$ cat src/rtl/rand_sched_pkg.sv
// Shared types and helpers for the constrained-random request scheduler:
// FSM state encoding, the signed value type and the range/PRNG functions.
package rand_sched_pkg;

    typedef enum logic [1:0] {
        IDLE = 2'd0,
        RAND = 2'd1,
        RESP = 2'd2
    } state_t;

    typedef logic signed [31:0] val_t;

    localparam int DEFAULT_MAX_RETRY = 3;

    localparam logic [31:0] RNG_SEED = 32'h2545_F491;

    function automatic int id_w(input int n);
        int w;
        w = $clog2(n);
        id_w = (w < 1) ? 1 : w;
    endfunction

    // Smallest all-ones mask that covers span_m1, so (rnd & mask) needs at
    // most one subtraction to fold back into [0, span_m1].
    function automatic logic [31:0] span_mask(input logic [31:0] span_m1);
        logic [31:0] m;
        m = span_m1;
        m = m | (m >> 5'd1);
        m = m | (m >> 5'd2);
        m = m | (m >> 5'd4);
        m = m | (m >> 5'd8);
        m = m | (m >> 5'd16);
        return m;
    endfunction

    function automatic logic [31:0] xorshift32(input logic [31:0] x);
        logic [31:0] y;
        y = x ^ (x << 5'd13);
        y = y ^ (y >> 5'd17);
        y = y ^ (y << 5'd5);
        return y;
    endfunction

endpackage

$ cat src/rtl/rr_arbiter.sv
// Combinational round-robin arbiter: grants the first set request at or above
// ptr, wrapping around, whenever enable is high.
module rr_arbiter
    import rand_sched_pkg::*;
#(
    parameter int N = 4,
    localparam int W = id_w(N)
) (
    input  logic [N-1:0] req,
    input  logic [W-1:0] ptr,
    input  logic         enable,
    output logic [N-1:0] grant,
    output logic [W-1:0] idx
);

    logic         found_s;
    logic [W-1:0] pos_s;

    // Priority search rotated to start at ptr.
    always_comb begin
        grant   = '0;
        idx     = '0;
        found_s = 1'b0;
        pos_s   = '0;
        for (int i = 0; i < N; i++) begin
            pos_s = W'((int'(ptr) + i) % N);
            if (enable && !found_s && req[pos_s]) begin
                found_s      = 1'b1;
                grant[pos_s] = 1'b1;
                idx          = pos_s;
            end else begin
                found_s = found_s;
            end
        end
    end

endmodule

$ cat src/rtl/rand_req_sched.sv
// Round-robin constrained-random value server: one randomize attempt per cycle
// on latched (lo, hi] bounds, results returned over a valid/ready channel.
module rand_req_sched
    import rand_sched_pkg::*;
#(
    parameter int N_REQ     = 4,
    parameter int MAX_RETRY = DEFAULT_MAX_RETRY
) (
    input  logic                     clk,
    input  logic                     rst_n,
    input  logic [N_REQ-1:0]         req,
    input  logic [N_REQ*32-1:0]      req_lo,
    input  logic [N_REQ*32-1:0]      req_hi,
    output logic [N_REQ-1:0]         ack,
    output logic                     rsp_valid,
    input  logic                     rsp_ready,
    output logic [$clog2(N_REQ)-1:0] rsp_id,
    output logic [31:0]              rsp_data,
    output logic                     rsp_err,
    output logic                     busy
);

    localparam int ID_W = id_w(N_REQ);
    localparam int RW   = $clog2(MAX_RETRY + 1);
    localparam logic [RW-1:0]   LAST_TRY = RW'(MAX_RETRY - 1);
    localparam logic [ID_W-1:0] LAST_ID  = ID_W'(N_REQ - 1);

    state_t            state_r;
    state_t            state_nx;
    logic [ID_W-1:0]   ptr_r;
    logic [ID_W-1:0]   id_r;
    logic [ID_W-1:0]   grant_idx_s;
    logic [N_REQ-1:0]  grant_s;
    logic [N_REQ-1:0]  ack_r;
    logic [RW-1:0]     retry_r;
    val_t              lo_r;
    val_t              hi_r;
    val_t              rsp_data_r;
    val_t              val_s;
    val_t              lo_arr_s [N_REQ];
    val_t              hi_arr_s [N_REQ];
    logic [31:0]       rng_r;
    logic [31:0]       span_m1_s;
    logic [31:0]       mask_s;
    logic [31:0]       pick_s;
    logic [31:0]       offs_s;
    logic              sat_s;
    logic              capture_s;
    logic              retry_inc_s;
    logic              done_ok_s;
    logic              done_err_s;
    logic              handshake_s;
    logic              rsp_valid_r;
    logic              rsp_err_r;

    for (genvar g = 0; g < N_REQ; g++) begin : g_bounds
        assign lo_arr_s[g] = req_lo[32*g +: 32];
        assign hi_arr_s[g] = req_hi[32*g +: 32];
    end

    rr_arbiter #(
        .N (N_REQ)
    ) u_arb (
        .req    (req),
        .ptr    (ptr_r),
        .enable (state_r == IDLE),
        .grant  (grant_s),
        .idx    (grant_idx_s)
    );

    // Solver: (lo, hi] is empty when lo >= hi; otherwise fold a masked random
    // draw into [0, hi-lo-1] and offset it above lo.
    always_comb begin
        sat_s     = (lo_r < hi_r);
        span_m1_s = hi_r - lo_r - 32'sd1;
        mask_s    = span_mask(span_m1_s);
        pick_s    = rng_r & mask_s;
        if (pick_s > span_m1_s) begin
            offs_s = pick_s - span_m1_s - 32'd1;
        end else begin
            offs_s = pick_s;
        end
        val_s = lo_r + 32'sd1 + $signed(offs_s);
    end

    // Next-state and per-cycle control strobes.
    always_comb begin
        state_nx    = state_r;
        capture_s   = 1'b0;
        retry_inc_s = 1'b0;
        done_ok_s   = 1'b0;
        done_err_s  = 1'b0;
        handshake_s = 1'b0;
        case (state_r)
            IDLE: begin
                if (|grant_s) begin
                    capture_s = 1'b1;
                    state_nx  = RAND;
                end else begin
                    state_nx = IDLE;
                end
            end
            RAND: begin
                if (sat_s) begin
                    done_ok_s = 1'b1;
                    state_nx  = RESP;
                end else if (retry_r < LAST_TRY) begin
                    retry_inc_s = 1'b1;
                    state_nx    = RAND;
                end else begin
                    done_err_s = 1'b1;
                    state_nx   = RESP;
                end
            end
            RESP: begin
                if (rsp_ready) begin
                    handshake_s = 1'b1;
                    state_nx    = IDLE;
                end else begin
                    state_nx = RESP;
                end
            end
            default: begin
                state_nx = IDLE;
            end
        endcase
    end

    // State, bound latches, retry counter, PRNG and response registers.
    always_ff @(posedge clk or negedge rst_n) begin
        if (!rst_n) begin
            state_r     <= IDLE;
            ptr_r       <= '0;
            id_r        <= '0;
            ack_r       <= '0;
            retry_r     <= '0;
            lo_r        <= 32'sd0;
            hi_r        <= 32'sd0;
            rsp_data_r  <= 32'sd0;
            rsp_valid_r <= 1'b0;
            rsp_err_r   <= 1'b0;
            rng_r       <= RNG_SEED;
        end else begin
            state_r <= state_nx;
            rng_r   <= xorshift32(rng_r);
            ack_r   <= capture_s ? grant_s : '0;
            if (capture_s) begin
                id_r    <= grant_idx_s;
                lo_r    <= lo_arr_s[grant_idx_s];
                hi_r    <= hi_arr_s[grant_idx_s];
                retry_r <= '0;
            end else if (retry_inc_s) begin
                retry_r <= retry_r + 1'b1;
            end else begin
                retry_r <= retry_r;
            end
            if (done_ok_s) begin
                rsp_data_r  <= val_s;
                rsp_err_r   <= 1'b0;
                rsp_valid_r <= 1'b1;
            end else if (done_err_s) begin
                rsp_data_r  <= 32'sd0;
                rsp_err_r   <= 1'b1;
                rsp_valid_r <= 1'b1;
            end else if (handshake_s) begin
                rsp_valid_r <= 1'b0;
            end else begin
                rsp_valid_r <= rsp_valid_r;
            end
            if (handshake_s) begin
                ptr_r <= (id_r == LAST_ID) ? '0 : id_r + 1'b1;
            end else begin
                ptr_r <= ptr_r;
            end
        end
    end

    assign ack       = ack_r;
    assign rsp_valid = rsp_valid_r;
    assign rsp_id    = id_r;
    assign rsp_data  = rsp_data_r;
    assign rsp_err   = rsp_err_r;
    assign busy      = (state_r != IDLE);

endmodule

$ cat config.mk
export PLATFORM = sky130hd
export DESIGN_NAME = rand_req_sched
export DESIGN_NICKNAME = d
export VERILOG_FILES = /design/src/rtl/rand_sched_pkg.sv /design/src/rtl/rr_arbiter.sv /design/src/rtl/rand_req_sched.sv
export SDC_FILE = /design/constraint.sdc
export NUM_CORES = 1
export LEC_CHECK = 0
export ABC_CLOCK_PERIOD_IN_PS = 9410
export CAP_MARGIN = 20
export CORE_ASPECT_RATIO = 1.25
export CORE_MARGIN = 4
export CORE_UTILIZATION = 49
export CTS_BUF_LIST = sky130_fd_sc_hd__clkbuf_4 sky130_fd_sc_hd__clkbuf_8
export CTS_CLUSTER_SIZE = 20
export DETAILED_ROUTE_END_ITERATION = 10
export MAX_ROUTING_LAYER = met4
export PLACE_DENSITY_LB_ADDON = 0.12
export SYNTH_ARGS = -nofsm -noshare
export SYNTH_HDL_FRONTEND = slang
export SYNTH_HIERARCHICAL = 1
export SYNTH_SLANG_ARGS = --single-unit
export TNS_END_PERCENT = 50
$ cat constraint.sdc
create_clock -name clk -period 9.41 [get_ports clk]
set_clock_uncertainty 0.1 [all_clocks]
set_input_delay 0.941 -clock clk [delete_from_list [all_inputs] [get_ports clk]]
set_output_delay 0.941 -clock clk [all_outputs]
set_load 0.005 [all_outputs]
==> impl_metrics.env, run 1 <==
export IMPL_layout_drive_gt1_share_pct=19.3
export IMPL_final_area_um2=19600
export IMPL_setup_tns_ns=0
export IMPL_die_w_um=160
export IMPL_endpoint_kind="register"
export IMPL_rrSetupSlack_ns=0.33
export IMPL_critPathMaxFanout=6
export IMPL_drt_first_pass_iters=5
export IMPL_finalCritPeriodShare_pct=96.5
export IMPL_hpwl_um=39100
export IMPL_cts_sinks=142
export IMPL_fin_crit_ns=9.08
export IMPL_hold_class="reg2reg"
export IMPL_place_ws_ns=-0.309
export IMPL_critPathKind="reg2reg"
export IMPL_hold_worst_slack_ns=0.385
export IMPL_die_area_um2=31700
export IMPL_leakagePower_nw=8.88
export IMPL_drt_wl_total_um=47500
export IMPL_crit_path_start_kind="register"
export IMPL_seq_area_frac_synth_pct=25.3
export IMPL_grt_pass1_vias=13800
export IMPL_cpMostUsedCell="buf_4"
export IMPL_setup_violations_final=0
export IMPL_drc_errors=0
export IMPL_pwr_share_seq_pct=13.1
export IMPL_port_buffers=303
export IMPL_dp_cells=2337
export IMPL_synth_area_leader_cell="dfrtp_1"
export IMPL_cap_violations=0
export IMPL_cts_tree="yes"
export IMPL_cts_max_level=4
export IMPL_antenna_found_initial=1
export IMPL_clock_latency_ns=0.49
export IMPL_antennaDiodeCount=0
export IMPL_fp_coreArea_um2=28400
export IMPL_ios=304
export IMPL_fmaxAchievable_mhz=110
export IMPL_rows=69
export IMPL_place_congestion=0.942
export IMPL_yosys_top_cells_area="dfrtp_1 (23%), ha_1 (12%), mux4_2 (11%), o21ai_0 (5.3%), xnor2_1 (5.0%)"
export IMPL_worst_pin_slew_ns=0.917
export IMPL_syn_num_nets=1991
export IMPL_route_vias_total=13800
export IMPL_synth_edf_count=0
export IMPL_dr_first_iter_drc_count=758
export IMPL_placed_area_um2=18600
export IMPL_syn_inst=1584
export IMPL_finalMaxSlewViolations=0
export IMPL_post_route_util_pct=68.9
export IMPL_netlist_area_um2=14100
export IMPL_grt_max_degree=78
export IMPL_cp_top_family="compound AO/OA/AOI/OAI gates"
export IMPL_cts_buffers=17
export IMPL_power_share_clock_pct=6.7
export IMPL_nets=2434
export IMPL_hold_viol=0
export IMPL_layout_common_cells="clkdlybuf4s50_1 (302), nand2_1 (184), buf_4 (177)"
export IMPL_clockBufferDepth=2
export IMPL_vdd_drop_max_uv=293
export IMPL_start_util_pct=49.8
export IMPL_final_common_cell="clkdlybuf4s50_1"
export IMPL_grt_usage_pct=30.0
export IMPL_crit_arrival_ns=9.36
export IMPL_syn_area_per_cell_um2=8.93
export IMPL_switching_share_pct=50.2
export IMPL_setup_ws_ns=0.326
export IMPL_crit_path_top_delay_cell="or4_4"
export IMPL_root_buffer="clkbuf_8"
export IMPL_slew_headroom_pct=38.8
export IMPL_synth_top_area_share_pct=22.7
export IMPL_syn_to_final_growth_pct=38.4
export IMPL_intPower_mw=3.79
export IMPL_grt_pass1_wl_um=73400
export IMPL_gr_total_overflow=0
export IMPL_ys_ff_latch=142
export IMPL_clkTransAtPathRegs_ns=0.09
export IMPL_detail_route_wl_per_cell_um=19.9
export IMPL_ys_flop_type="dfrtp_1"
export IMPL_p_per_area_nw_per_um2=389
export IMPL_synthArstFlopShare_pct=100
export IMPL_critPathBufInv=7
export IMPL_ant_nets=0
export IMPL_combPwrFrac_pct=80.2
export IMPL_vias_per_cell=5.75
export IMPL_p_sw_mw=3.82
export IMPL_synth_warnings=6
export IMPL_p_total_mw=7.61
export IMPL_slowest_delay_ns=0.45
export IMPL_die_y_um=198
export IMPL_crit_required_ns=9.69
export IMPL_status="complete, no violations"
export IMPL_instances_no_fill=2394
export IMPL_ys_types=91
## sequential cells by signal (all words and copies together), names as in the netlist
| name | flops |
|---|---|
| ack | 4 |
| hi_r | 32 |
| rsp_err | 1 |
| ptr_r | 2 |
| rsp_data | 32 |
| state_r | 2 |
| retry_r | 2 |
| rng_r | 32 |
| rsp_valid | 1 |
| lo_r | 32 |
| rsp_id | 2 |
## power groups by stage
stage	combinational [mW]	sequential [mW]	clock (mW)
2_1_floorplan	3.73	0.979	0
3_3_place_gp	5.62	0.997	0
3_5_place_dp	5.68	1.01	0
4_1_cts	5.84	0.996	0.522
5_1_grt	6.68	1.02	0.549
6_report	6.10	0.996	0.510
## routing by layer
layer	routed length (µm)	vias to the layer above	share of wire, %	global-route usage (%)
li1	-	6620	-	-
met1	20100	6664	42	37.9
met2	23700	423	50	50.9
met3	2630	66	5.5	4.48
met4	1060	0	2.2	7.75
met5	0	-	0	-
## final timing paths
check,start,end,cells after the start
min in group asynchronous,rst_n,rsp_data[2],1
hold reg to reg,rsp_data[9],rsp_data[9],2
max in group asynchronous,rst_n,hi_r[27],2
setup / recovery,lo_r[0],rsp_data[31],41
setup reg to reg,lo_r[0],rsp_data[31],41
hold / removal,rsp_data[9],rsp_data[9],2
## cell usage after synthesis, drive strengths merged (5+ instances only)
cell	number
a2111oi	5
a211o	7
o21ai	159
buf	19
and2	17
mux2	11
nor4	5
mux2i	10
nor2b	25
o31ai	8
o21bai	7
nor3	27
nand2	185
xor2	65
o22ai	12
mux4	66
ha	141
a21boi	10
or3	14
nand2b	18
a211oi	13
inv	111
o211ai	13
nand3	19
and3	13
dfstp	14
and4	5
a21oi	103
nor2	59
a31o	5
or3b	6
o21a	23
xnor2	81
a21o	39
a221o	5
clkbuf	44
nand4	10
dfrtp	128
a31oi	19
## tightest hold or removal path: cells and delay by family (launching register included)
family | cells | cell delay [ns]
AND/OR/NAND/NOR | 1 | 0.05
flip-flops | 1 | 0.35
AO/OA/AOI/OAI | 1 | 0.06
## layout make-up
cell class                      instances  area [µm²]
Inverter                              111         417
Fill cell                            2319        8830
Clock inverter                         12         138
Timing Repair Buffer                  487        4480
Clock buffer                           19         255
Tap cell                              355         444
Multi-Input combinational cell       1268       10300
Sequential cell                       142        3570
## kinds of logic after synthesis
| group | share of synthesized area (%) |
|---|---|
| AO/OA/AOI/OAI | 21.1 |
| flip-flops | 25.3 |
| multiplexers | 12.1 |
| AND/OR/NAND/NOR | 14.7 |
| XOR/XNOR | 9.10 |
| adder cells (fa/ha/maj) | 12.9 |
| buffers and inverters | 4.89 |
## repair_timing
item                       in CTS  in global routing
gates resized for setup        18                 58
pin swaps                       8                 31
setup endpoints to repair       4                 12
buffers inserted                9                 15
cloned                          0                  2
hold buffers                    0                  0
Power figures use the tool's default switching activity.
==> run 2, diff against run 1 <==
--- a/config.mk
+++ b/config.mk
@@ -7,9 +7,11 @@
 export LEC_CHECK = 0
 export ABC_CLOCK_PERIOD_IN_PS = 9410
 export CAP_MARGIN = 20
+export CELL_PAD_IN_SITES_DETAIL_PLACEMENT = 0
+export CELL_PAD_IN_SITES_GLOBAL_PLACEMENT = 2
 export CORE_ASPECT_RATIO = 1.25
 export CORE_MARGIN = 4
-export CORE_UTILIZATION = 49
+export CORE_UTILIZATION = 29
 export CTS_BUF_LIST = sky130_fd_sc_hd__clkbuf_4 sky130_fd_sc_hd__clkbuf_8
 export CTS_CLUSTER_SIZE = 20
 export DETAILED_ROUTE_END_ITERATION = 10
==> impl_metrics.env, run 2 (synthesis gave the netlist of run 1 again) <==
export IMPL_cpMostUsedCell="buf_4"
export IMPL_grt_use_met3_pct=2.56
export IMPL_setup_ws_ns=0.315
export IMPL_root_buffer="clkbuf_8"
export IMPL_clockBufferDepth=2
export IMPL_drc_errors=0
export IMPL_finalMaxSlewViolations=0
export IMPL_cts_sinks=142
export IMPL_hold_class="in2async"
export IMPL_vdd_drop_max_uv=250
export IMPL_cts_buffers=17
export IMPL_layout_drive_gt1_share_pct=21.9
export IMPL_grt_max_degree=89
export IMPL_gr_total_overflow=0
export IMPL_hpwl_um=44100
export IMPL_drt_first_pass_iters=5
export IMPL_cp_top_family="compound AO/OA/AOI/OAI gates"
export IMPL_grt_pass1_wl_um=80600
export IMPL_dr_first_iter_drc_count=681
export IMPL_place_ws_ns=-0.411
export IMPL_fill_cells=4818
export IMPL_clkTransAtPathRegs_ns=0.09
export IMPL_power_share_clock_pct=6.4
export IMPL_rows=90
export IMPL_status="complete, no violations"
export IMPL_critPathBufInv=8
export IMPL_hold_viol=0
export IMPL_antenna_found_initial=2
export IMPL_hold_worst_slack_ns=0.356
export IMPL_die_area_um2=52400
export IMPL_global_route_usage_met1_pct=26.3
export IMPL_grt_busiest_layer="met2"
export IMPL_cap_violations=0
export IMPL_port_buffers=303
export IMPL_fin_crit_ns=9.10
export IMPL_grt_usage_pct=20.4
export IMPL_start_util_pct=29.3
export IMPL_crit_required_ns=9.69
export IMPL_ant_nets=0
export IMPL_final_area_um2=20500
export IMPL_grt_pass1_vias=14400
export IMPL_ctsHoldBuffers=0
export IMPL_fmaxAchievable_mhz=110
export IMPL_cts_max_level=4
export IMPL_endpoint_kind="register"
export IMPL_leakagePower_nw=9.31
export IMPL_clock_latency_ns=0.50
export IMPL_p_per_area_nw_per_um2=387
export IMPL_die_w_um=205
export IMPL_slowest_delay_ns=0.42
export IMPL_syn_to_final_growth_pct=44.7
export IMPL_setup_violations_final=0
export IMPL_placed_area_um2=19800
export IMPL_place_congestion=0.877
export IMPL_grt_setup_unrepaired="true"
export IMPL_crit_path_start_kind="register"
export IMPL_combPwrFrac_pct=81.2
export IMPL_p_sw_mw=3.87
export IMPL_nets=2525
export IMPL_pwr_share_seq_pct=12.4
export IMPL_drt_wl_total_um=52300
export IMPL_final_common_cell="clkdlybuf4s50_1"
export IMPL_cts_tree="yes"
export IMPL_p_total_mw=7.92
export IMPL_layout_common_cells="clkdlybuf4s50_1 (302), buf_4 (272), nand2_1 (185)"
export IMPL_met2_usage_pct=34.1
export IMPL_intPower_mw=4.05
export IMPL_detail_route_wl_per_cell_um=18.9
export IMPL_crit_arrival_ns=9.38
export IMPL_die_y_um=255
export IMPL_slew_headroom_pct=38.4
export IMPL_switching_share_pct=48.8
export IMPL_worst_pin_slew_ns=0.924
export IMPL_critPathMaxFanout=17
export IMPL_ios=304
export IMPL_crit_path_top_delay_cell="or3_1"
export IMPL_critPathKind="reg2reg"
export IMPL_fp_coreArea_um2=48300
export IMPL_route_vias_total=13700
export IMPL_finalCritPeriodShare_pct=96.7
export IMPL_vias_per_cell=4.94
export IMPL_post_route_util_pct=42.3
==> run 2: cell types whose count changed in the layout (fill, tap and decap cells not counted), sizes merged <==
cell | before | now
clkinvlp | 5 | 1
inv | 114 | 115
buf | 183 | 276
diode | 0 | 1
clkinv | 2 | 6
clkbuf | 21 | 19
==> run 2: final timing paths <==
check                                   from      endpoint  slack (ns)  cells past startpoint
worst max register to register       hi_r[0]  rsp_data[31]        0.31                     42
min in group clk                rsp_data[15]  rsp_data[15]        0.38                      2
worst min-delay path                   rst_n   rsp_data[7]        0.36                      1
worst max-delay path                 hi_r[0]  rsp_data[31]        0.31                     42
max in group asynchronous              rst_n      lo_r[22]        7.42                      2
worst min register to register  rsp_data[15]  rsp_data[15]        0.38                      2
==> run 2: routing by layer <==
metal  part of all wire [%]  up-vias
li1                       -     6813
met1                     45     6563
met2                     49      305
met3                    3.4       39
met4                    2.2        0
met5                      0        -
==> run 2: final cells by class <==
| class | instances | area [µm²] | area share [%] |
|---|---|---|---|
| clock inverters | 13 | 136 | 0.667 |
| well taps | 644 | 806 | 3.94 |
| inverters | 111 | 417 | 2.04 |
| clock buffers | 19 | 249 | 1.22 |
| repair buffers | 578 | 5130 | 25.1 |
| diodes | 1 | 2.50 | 0.0122 |
| flip-flops and latches | 142 | 3570 | 17.5 |
| multi-input cells | 1268 | 10100 | 49.6 |
==> run 2: repair_timing <==
item | in CTS | in global routing
pin swaps | 4 | 10
setup buffers | 0 | 8
endpoints found under the setup margin | 8 | 11
gates resized for setup | 12 | 38
==> run 2: metrics by stage <==
stage / cells / setup TNS [ns]
3_5_place_dp: 2735 / -1.05
4_1_cts: 2767 / 0
3_3_place_gp: 2734 / -0.770
6_report: 2776 / 0
2_1_floorplan: 1584 / 0
5_1_grt: 2776 / -0.156
==> run 2: power groups by stage <==
stage | registers [mW] | clock network [mW] | logic (mW)
2_1_floorplan | 0.979 | 0 | 3.73
3_3_place_gp | 0.985 | 0 | 6.28
3_5_place_dp | 0.993 | 0 | 6.30
4_1_cts | 0.982 | 0.537 | 6.38
5_1_grt | 1.01 | 0.557 | 7.11
6_report | 0.979 | 0.510 | 6.43
==> run 3, diff against run 2 <==
--- a/config.mk
+++ b/config.mk
@@ -10,9 +10,10 @@
 export CELL_PAD_IN_SITES_DETAIL_PLACEMENT = 0
 export CELL_PAD_IN_SITES_GLOBAL_PLACEMENT = 2
 export CORE_ASPECT_RATIO = 1.25
-export CORE_MARGIN = 4
+export CORE_MARGIN = 2
 export CORE_UTILIZATION = 29
 export CTS_BUF_LIST = sky130_fd_sc_hd__clkbuf_4 sky130_fd_sc_hd__clkbuf_8
+export CTS_CLUSTER_DIAMETER = 200
 export CTS_CLUSTER_SIZE = 20
 export DETAILED_ROUTE_END_ITERATION = 10
 export MAX_ROUTING_LAYER = met4
==> impl_metrics.env, run 3 (synthesis gave the netlist of run 1 again) <==
export IMPL_status="complete, no violations"
export IMPL_cts_max_level=4
export IMPL_worst_pin_slew_ns=0.987
export IMPL_crit_path_top_delay_cell="or4_4"
export IMPL_cts_tree="yes"
export IMPL_cpMostUsedCell="or3_4"
export IMPL_hpwl_um=43100
export IMPL_clock_latency_ns=0.51
export IMPL_layout_drive_gt1_share_pct=22.9
export IMPL_leakagePower_nw=9.44
export IMPL_fp_coreArea_um2=48200
export IMPL_die_y_um=251
export IMPL_grt_pass1_vias=14300
export IMPL_rrSetupSlack_ns=0.40
export IMPL_drc_errors=0
export IMPL_final_common_cell="clkdlybuf4s50_1"
export IMPL_grt_usage_pct=20.9
export IMPL_die_w_um=201
export IMPL_syn_to_final_growth_pct=46.8
export IMPL_finalCritPeriodShare_pct=95.7
export IMPL_crit_arrival_ns=9.33
export IMPL_rows=90
export IMPL_grt_pass1_wl_um=79300
export IMPL_placed_area_um2=19800
export IMPL_endpoint_kind="register"
export IMPL_cts_sinks=142
export IMPL_hold_viol=0
export IMPL_layout_common_cells="clkdlybuf4s50_1 (302), buf_4 (280), nand2_1 (184)"
export IMPL_hold_worst_slack_ns=0.351
export IMPL_hold_class="in2async"
export IMPL_drt_wl_total_um=51700
export IMPL_grt_max_degree=81
export IMPL_vias_per_cell=4.93
export IMPL_detail_route_wl_per_cell_um=18.5
export IMPL_r2r_start="hi_r[0]"
export IMPL_die_area_um2=50500
export IMPL_worst_path_stages=38
export IMPL_drt_first_pass_iters=5
export IMPL_root_buffer="clkbuf_8"
export IMPL_fmaxAchievable_mhz=111
export IMPL_setup_violations_final=0
export IMPL_crit_path_start_kind="register"
export IMPL_reg2reg_to="rsp_data[31]"
export IMPL_dp_cells=2741
export IMPL_ant_nets=0
export IMPL_port_buffers=303
export IMPL_cp_top_family="compound AO/OA/AOI/OAI gates"
export IMPL_cap_violations=0
export IMPL_final_area_um2=20700
export IMPL_instances_no_fill=2788
export IMPL_critPathKind="reg2reg"
export IMPL_finalMaxSlewViolations=0
export IMPL_reg2reg_depth=38
export IMPL_gr_total_overflow=0
export IMPL_critPathBufInv=3
export IMPL_fin_crit_ns=9.01
export IMPL_slew_headroom_pct=34.0
export IMPL_vdd_drop_max_uv=198
export IMPL_ios=304
export IMPL_clockBufferDepth=2
export IMPL_p_per_area_nw_per_um2=392
export IMPL_slowest_delay_ns=0.55
export IMPL_crit_required_ns=9.73
export IMPL_cts_buffers=17
export IMPL_nets=2537
export IMPL_start_util_pct=29.3
export IMPL_antenna_found_initial=1
export IMPL_dr_first_iter_drc_count=679
export IMPL_critPathMaxFanout=5
export IMPL_route_vias_total=13800
export IMPL_clkTransAtPathRegs_ns=0.10
export IMPL_place_congestion=0.905
## run 3: cell types whose count changed in the layout (fill, tap and decap cells not counted), moves of 3 or more
cell       previous run  this run
a21oi_1              98        95
bufinv_16             2         5
clkinv_2              5         1
a211oi_2              1         4
buf_4               272       280
a21oi_2               3         6
## run 3: how the worst max path moves through the flow
stage / startpoint / endpoint
2_1_floorplan: lo_r[0] / rsp_data[31]
3_3_place_gp: lo_r[0] / rsp_data[31]
3_5_place_dp: lo_r[0] / rsp_data[31]
4_1_cts: hi_r[0] / rsp_data[31]
5_1_grt: lo_r[25] / rsp_data[31]
6_report: hi_r[0] / rsp_data[31]
## run 3: where the power goes
| part | internal [mW] | total (mW) | leakage (nW) | switching, mW |
|---|---|---|---|---|
| clock network | 0.325 | 0.610 | 0.236 | 0.285 |
| registers | 0.843 | 0.978 | 1.78 | 0.135 |
| logic | 3.05 | 6.55 | 7.42 | 3.50 |
| total | 4.22 | 8.14 | 9.44 | 3.92 |
## run 3: timing repair
item	in CTS	in global routing
gates cloned	0	2
setup endpoints to repair	3	12
pin swaps	2	29
setup buffers	3	10
gates resized for setup	8	61
hold buffers	0	0
## run 3: through the flow
| step | total power, mW | utilization [%] | setup WS, ns | TNS [ns] |
|---|---|---|---|---|
| finish | 8.14 | 43.1 | 0.400 | 0 |
| global route | 8.92 | 43.1 | -0.0588 | -0.168 |
| CTS | 8.01 | 42.2 | 0.0149 | 0 |
| detailed placement | 7.31 | 41.1 | -0.203 | -0.203 |
| global placement | 7.29 | 41.1 | -0.108 | -0.108 |
| floorplan | 4.70 | - | 0.0921 | 0 |
## run 3: final cells by class
class | count | area, µm²
Inverter | 111 | 417
Sequential cell | 142 | 3570
Tap cell | 644 | 806
Fill cell | 4930 | 27400
Clock buffer | 18 | 241
Clock inverter | 14 | 229
Multi-Input combinational cell | 1268 | 10200
Timing Repair Buffer | 590 | 5250
Antenna cell | 1 | 2.50
## run 3: metal layers
layer | track usage (%) | vias up | share of wire (%)
li1 | - | 6836 | -
met1 | 26.8 | 6545 | 46
met2 | 35.1 | 327 | 49
met3 | 1.92 | 49 | 3.1
met4 | 6.43 | 0 | 2.2
met5 | - | - | 0
==> RTL edit 1, RTL diff (settings of run 3) <==
Register the output `rsp_err` once more, without a reset; this adds one clock of latency there. The other outputs are not delayed to match.
--- a/src/rtl/rand_req_sched.sv
+++ b/src/rtl/rand_req_sched.sv
@@ -181,3 +181,5 @@
     assign rsp_data  = rsp_data_r;
-    assign rsp_err   = rsp_err_r;
+    always_ff @(posedge clk) begin
+        rsp_err <= rsp_err_r;
+    end
     assign busy      = (state_r != IDLE);
Function: not settled (the Yosys comparison gave no result); the edit may change what the design does.
==> RTL edit 1 against run 3 <==
Total power is 4.2% lower; utilization is 0.80 points lower; area after synthesis up 0.14%; worst setup slack improved by 0.048 ns; cell count down 1.3%; synthesized cell count is essentially flat; wire length shrank 1.4%; cell area decreased by 1.9%; sequential cell count up 1.
==> RTL edit 1: results (changes against run 3) <==
[place]
place.detailed.hpwl_um = 42700  ; was 43100 um
gp_congestion = 0.912  ; was 0.905
dpl_cell_area_um2 = 19600  ; was 19800 um^2

[setup_path]
cp_data_arrival_time_ns = 9.25  ; was 9.33 ns
reg_to_reg_setup_timing_slack_ns = 0.45  ; was 0.40 ns
timing.rr.end = rsp_data[31]  ; unchanged
critical_path.max_stage_delay_ns = 0.37  ; was 0.55 ns
cp_slowest_cell = sky130_fd_sc_hd__or3_4  ; was sky130_fd_sc_hd__or4_4
ff2ff_path_depth = 40  ; was 38
timing.critical_path.fanout_max = 6  ; was 5
launching_point_of_the_worst_reg2reg_path = lo_r[2]  ; was hi_r[0]

[global_routing]
wire_length_of_the_first_global_routing_pass_um = 79500  ; was 79300 um
grt_pass1_vias = 14200  ; was 14300
groute.usage.overall_pct = 20.9  ; about the same
grt_start_max_net_pins = 78  ; was 81

[logic_synthesis]
synth_top_cell_area_share_pct = 22.6  ; was 22.7%
synth.top_cells.by_area = sky130_fd_sc_hd__dfrtp_1 (23%), sky130_fd_sc_hd__ha_1 (12%), sky130_fd_sc_hd__mux4_2 (10%), sky130_fd_sc_hd__o21ai_0 (5.3%), sky130_fd_sc_hd__xnor2_1 (4.9%)  ; was sky130_fd_sc_hd__dfrtp_1 (23%), sky130_fd_sc_hd__ha_1 (12%), sky130_fd_sc_hd__mux4_2 (11%), sky130_fd_sc_hd__o21ai_0 (5.3%), sky130_fd_sc_hd__xnor2_1 (5.0%)
syn_nets = 1992  ; was 1991
cell_variety_after_synth = 92  ; was 91
part_of_the_yosys_area_used_for_sequential_elements_pct = 25.4  ; was 25.3%
yosys.cell_count.top_type = sky130_fd_sc_hd__nand2_1  ; unchanged
ys_async_sr_fraction_pct = 99.3  ; was 100%

[worst_hold_path]
hold_path_class = input port to asynchronous set/reset pin  ; unchanged

[finish]
fraction_of_final_layout_cells_sized_beyond_drive_strength_1_pct = 21.2  ; was 22.9%
nets = 2501  ; was 2537
final-seq-area_um2 = 3590  ; was 3570 um^2
fillers = 5018  ; was 4930

[pwr]
leakage_nw = 9.23  ; was 9.44 nW
switchingPower_mw = 3.84  ; was 3.92 mW
irDropWorstVdd_mv = 0.144  ; was 0.198 mV

[route]
firstDrtPassIters = 5  ; unchanged
drt_iter0_markers = 591  ; was 679
viasPerCell = 4.94  ; was 4.93
routed_wire_length_per_instance_um = 18.5  ; about the same

[sta]
fin_worst_hold_slack_ns = 0.178  ; was 0.351 ns
relSlewSlack_pct = 38.6  ; was 34.0%

[clock_network]
cts_max_level = 4  ; unchanged
clk_transition_reported_paths_ns = 0.10  ; about the same

[status]
run_status = finished clean  ; unchanged

-- RTL edit 1: changes by cell type after synthesis, sizes merged --
| cell | run 3 | this run |
|---|---|---|
| dfxtp | 0 | 1 |
-- RTL edit 1: cell type report --
cell class              instances  share of cell area [%]
diodes                          1                  0.0123
clock buffers                  18                    1.22
clock inverters                14                   0.645
inverters                     111                    2.05
multi-input cells            1268                    50.0
flip-flops and latches        143                    17.6
well taps                     644                    3.96
repair buffers                553                    24.5
-- RTL edit 1: critical path: cells and delay by family, from the launching register on --
kind,cells,cell delay (ns)
AO/OA/AOI/OAI,16,3.38
AND/OR/NAND/NOR,15,3.30
adder cells (fa/ha/maj),3,0.84
buffers and inverters,6,0.84
flip-flops,1,0.35
-- RTL edit 1: layer usage --
| layer | vias to the layer above | GRT usage, % | part of all wire, % |
|---|---|---|---|
| met3 | 31 | 2.18 | 2.9 |
| met4 | 0 | 4.73 | 1.5 |
| li1 | 6759 | - | - |
| met5 | - | - | 0 |
| met2 | 305 | 35.1 | 49 |
| met1 | 6505 | 27.1 | 47 |
-- RTL edit 1: power by group through the flow --
stage	Sequential [mW]	Clock, mW	Combinational [mW]
detailed placement	1.00	0	6.13
global route	1.02	0.550	7.02
floorplan	0.985	0	3.73
CTS	0.989	0.528	6.20
global placement	0.994	0	6.13
finish	0.986	0.505	6.31
-- RTL edit 1: logic make-up (layout without fill, tap and decap cells) --
family                     after synthesis  after routing  synth area share (%)
muxes                                   87             87                  12.1
buffers and inverters                  174            696                  4.89
DFF                                    143            143                  25.4
and+or+nand+nor                        420            420                  14.7
other                                    0              1                     0
AOI/OAI and AO/OA                      471            471                  21.0
adders and majority gates              144            144                  12.9
xor gates and xnor gates               146            146                  9.08
-- RTL edit 1: repair_timing --
item	CTS	global route
gates cloned	0	2
buffers inserted	0	7
gates resized for setup	10	45
endpoints found under the setup margin	5	10
pin swaps	2	28
-- RTL edit 1: worst max-delay path by stage --
stage	from	depth (start not counted)	to	slack (ns)
6_report	lo_r[2]	40	rsp_data[31]	0.45
5_1_grt	lo_r[0]	41	rsp_data[31]	-0.04
4_1_cts	hi_r[0]	38	rsp_data[31]	0.02
3_5_place_dp	lo_r[0]	41	rsp_data[31]	-0.29
3_3_place_gp	lo_r[0]	42	rsp_data[31]	-0.21
2_1_floorplan	lo_r[0]	41	rsp_data[31]	0.09
-- RTL edit 1: through the flow --
step                      power, mW  TNS, ns  setup slack (ns)  instances
after CTS                      7.72        0            0.0215       2741
after global routing           8.59  -0.0388           -0.0388       2752
after floorplan                4.71        0            0.0921       1585
final                          7.80        0             0.448       2752
after detailed placement       7.13   -0.381            -0.291       2709
after global placement         7.12   -0.210            -0.210       2709
==> RTL edit 2, RTL diff (settings of run 3) <==
Made on the original files. Change the parameter `N_REQ` from 4 to 8.
--- a/src/rtl/rand_req_sched.sv
+++ b/src/rtl/rand_req_sched.sv
@@ -5,3 +5,3 @@
 #(
-    parameter int N_REQ     = 4,
+    parameter int N_REQ     = 8,
     parameter int MAX_RETRY = DEFAULT_MAX_RETRY
Ports: changed (5 resized); port bits go from 304 to 569. No check against the original RTL was run, so the function may have changed too.
==> RTL edit 2 against run 3 <==
Fmax is 1.9% higher; die area increased by 25%; first-iteration DRC count is 34% higher; sequential power grew 13%; sequential cell count rose by 6; worst setup slack improved by 0.17 ns; area after synthesis up 26%; total power rose by 30%; wire length rose by 53%; cell area up 25%; global-route usage rose by 4.6 points; non-clock buffer count is 171 higher; sequential share of layout area is 2.9 points lower; largest cell class unchanged; highest routed layer unchanged.
==> RTL edit 2: results (changes against run 3) <==
[status]
run_status = finished clean  ; unchanged

[global_routing]
gr_util_met1_pct = 32.1  ; was 26.8%
grt_pass1_vias = 18600  ; was 14300
grt_util_met3_pct = 2.21  ; was 1.92%
grt_antenna_before_repair = 4  ; was 1
groute.usage.overall_pct = 25.5  ; was 20.9%
grt_start_max_net_pins = 85  ; was 81

[finish]
antenna-diode-count = 4  ; was 1
data_path_buffer_share_of_cell_area_in_the_final_layout_pct = 27.6  ; was 25.3%
nets = 3204  ; was 2537
instances_no_fill = 3326  ; was 2788
signal_buffers = 761  ; was 590
layout.comb_gates.multi_input = 1498  ; was 1268
multi_input_area_share_pct = 50.9  ; was 49.3%
clock_buffers = 20  ; was 18

[logic_synthesis]
synth_mux_area_share_pct = 24.3  ; was 12.1%
synth_area_in_compound_gates_pct = 19.3  ; was 21.1%
part_of_the_yosys_area_used_for_sequential_elements_pct = 21.0  ; was 25.3%
cell_variety_after_synth = 99  ; was 91
syn-mean-instance-area_um2 = 9.57  ; was 8.93 um^2
synth.top_cells.by_area = sky130_fd_sc_hd__dfrtp_1 (19%), sky130_fd_sc_hd__mux4_2 (17%), sky130_fd_sc_hd__ha_1 (9.9%), sky130_fd_sc_hd__mux2i_1 (5.3%), sky130_fd_sc_hd__a21oi_1 (4.7%)  ; was sky130_fd_sc_hd__dfrtp_1 (23%), sky130_fd_sc_hd__ha_1 (12%), sky130_fd_sc_hd__mux4_2 (11%), sky130_fd_sc_hd__o21ai_0 (5.3%), sky130_fd_sc_hd__xnor2_1 (5.0%)
synth_xor_area_share_pct = 7.38  ; was 9.10%

[setup_path]
cp_data_arrival_time_ns = 9.15  ; was 9.33 ns
reg_to_reg_setup_timing_slack_ns = 0.57  ; was 0.40 ns
timing.critical_path.fanout_max = 17  ; was 5
ff2ff_path_depth = 40  ; was 38
critPathCapture = rsp_data[28]  ; was rsp_data[31]
critical_path.max_stage_delay_ns = 0.53  ; was 0.55 ns
cp_slowest_cell = sky130_fd_sc_hd__or4b_1  ; was sky130_fd_sc_hd__or4_4

[route]
routed_wire_length_per_instance_um = 23.8  ; was 18.5 um
drt_iter0_markers = 913  ; was 679
drt-met1-wl_um = 34600  ; was 23700 um
met3RoutedLength_um = 2680  ; was 1590 um
wl_met2_um = 40700  ; was 25200 um

[pwr]
irDropWorstVdd_mv = 0.241  ; was 0.198 mV

[clock_network]
cts-resized-gates = 0  ; was 8
clock_insertion_delay_worst_skew_ns = 0.53  ; was 0.51 ns
post_cts_repair_setup_buffers = 0  ; was 3

[place]
dp_worst_setup_slack_ns = 0.404  ; was -0.203 ns
dpl_cell_area_um2 = 25500  ; was 19800 um^2

[sta]
timing_worst_slew_pin_value_ns = 0.887  ; was 0.987 ns
max_freq_ghz = 0.113  ; was 0.111 GHz

[floorplanning]
floorplan.die_area_um2 = 63200  ; was 50500 um^2

==> RTL edit 2: where the power goes <==
group,switching (mW),internal [mW]
Sequential,0.199,0.907
Combinational,4.88,4.00
Clock,0.286,0.306
==> RTL edit 2: how the worst min path moves through the flow <==
stage | depth (start not counted) | endpoint | start | slack [ns]
final | 1 | rsp_data[12] | rst_n | 0.34
after global routing | 1 | rsp_data[12] | rst_n | 0.41
after CTS | 1 | rsp_data[12] | rst_n | 0.38
after detailed placement | 1 | rsp_data[26] | rsp_data[26] | 0.38
after global placement | 1 | rsp_data[13] | rsp_data[13] | 0.38
after floorplan | 2 | retry_r[1] | retry_r[1] | 0.36
==> RTL edit 2: critical path: cells and delay by family (launching register included) <==
| family | cells | cell delay [ns] |
|---|---|---|
| xor gates and xnor gates | 1 | 0.08 |
| and+or+nand+nor | 10 | 2.29 |
| DFF | 1 | 0.39 |
| adders and majority gates | 4 | 1.30 |
| AOI/OAI and AO/OA | 19 | 3.60 |
| buffers and inverters | 6 | 0.96 |
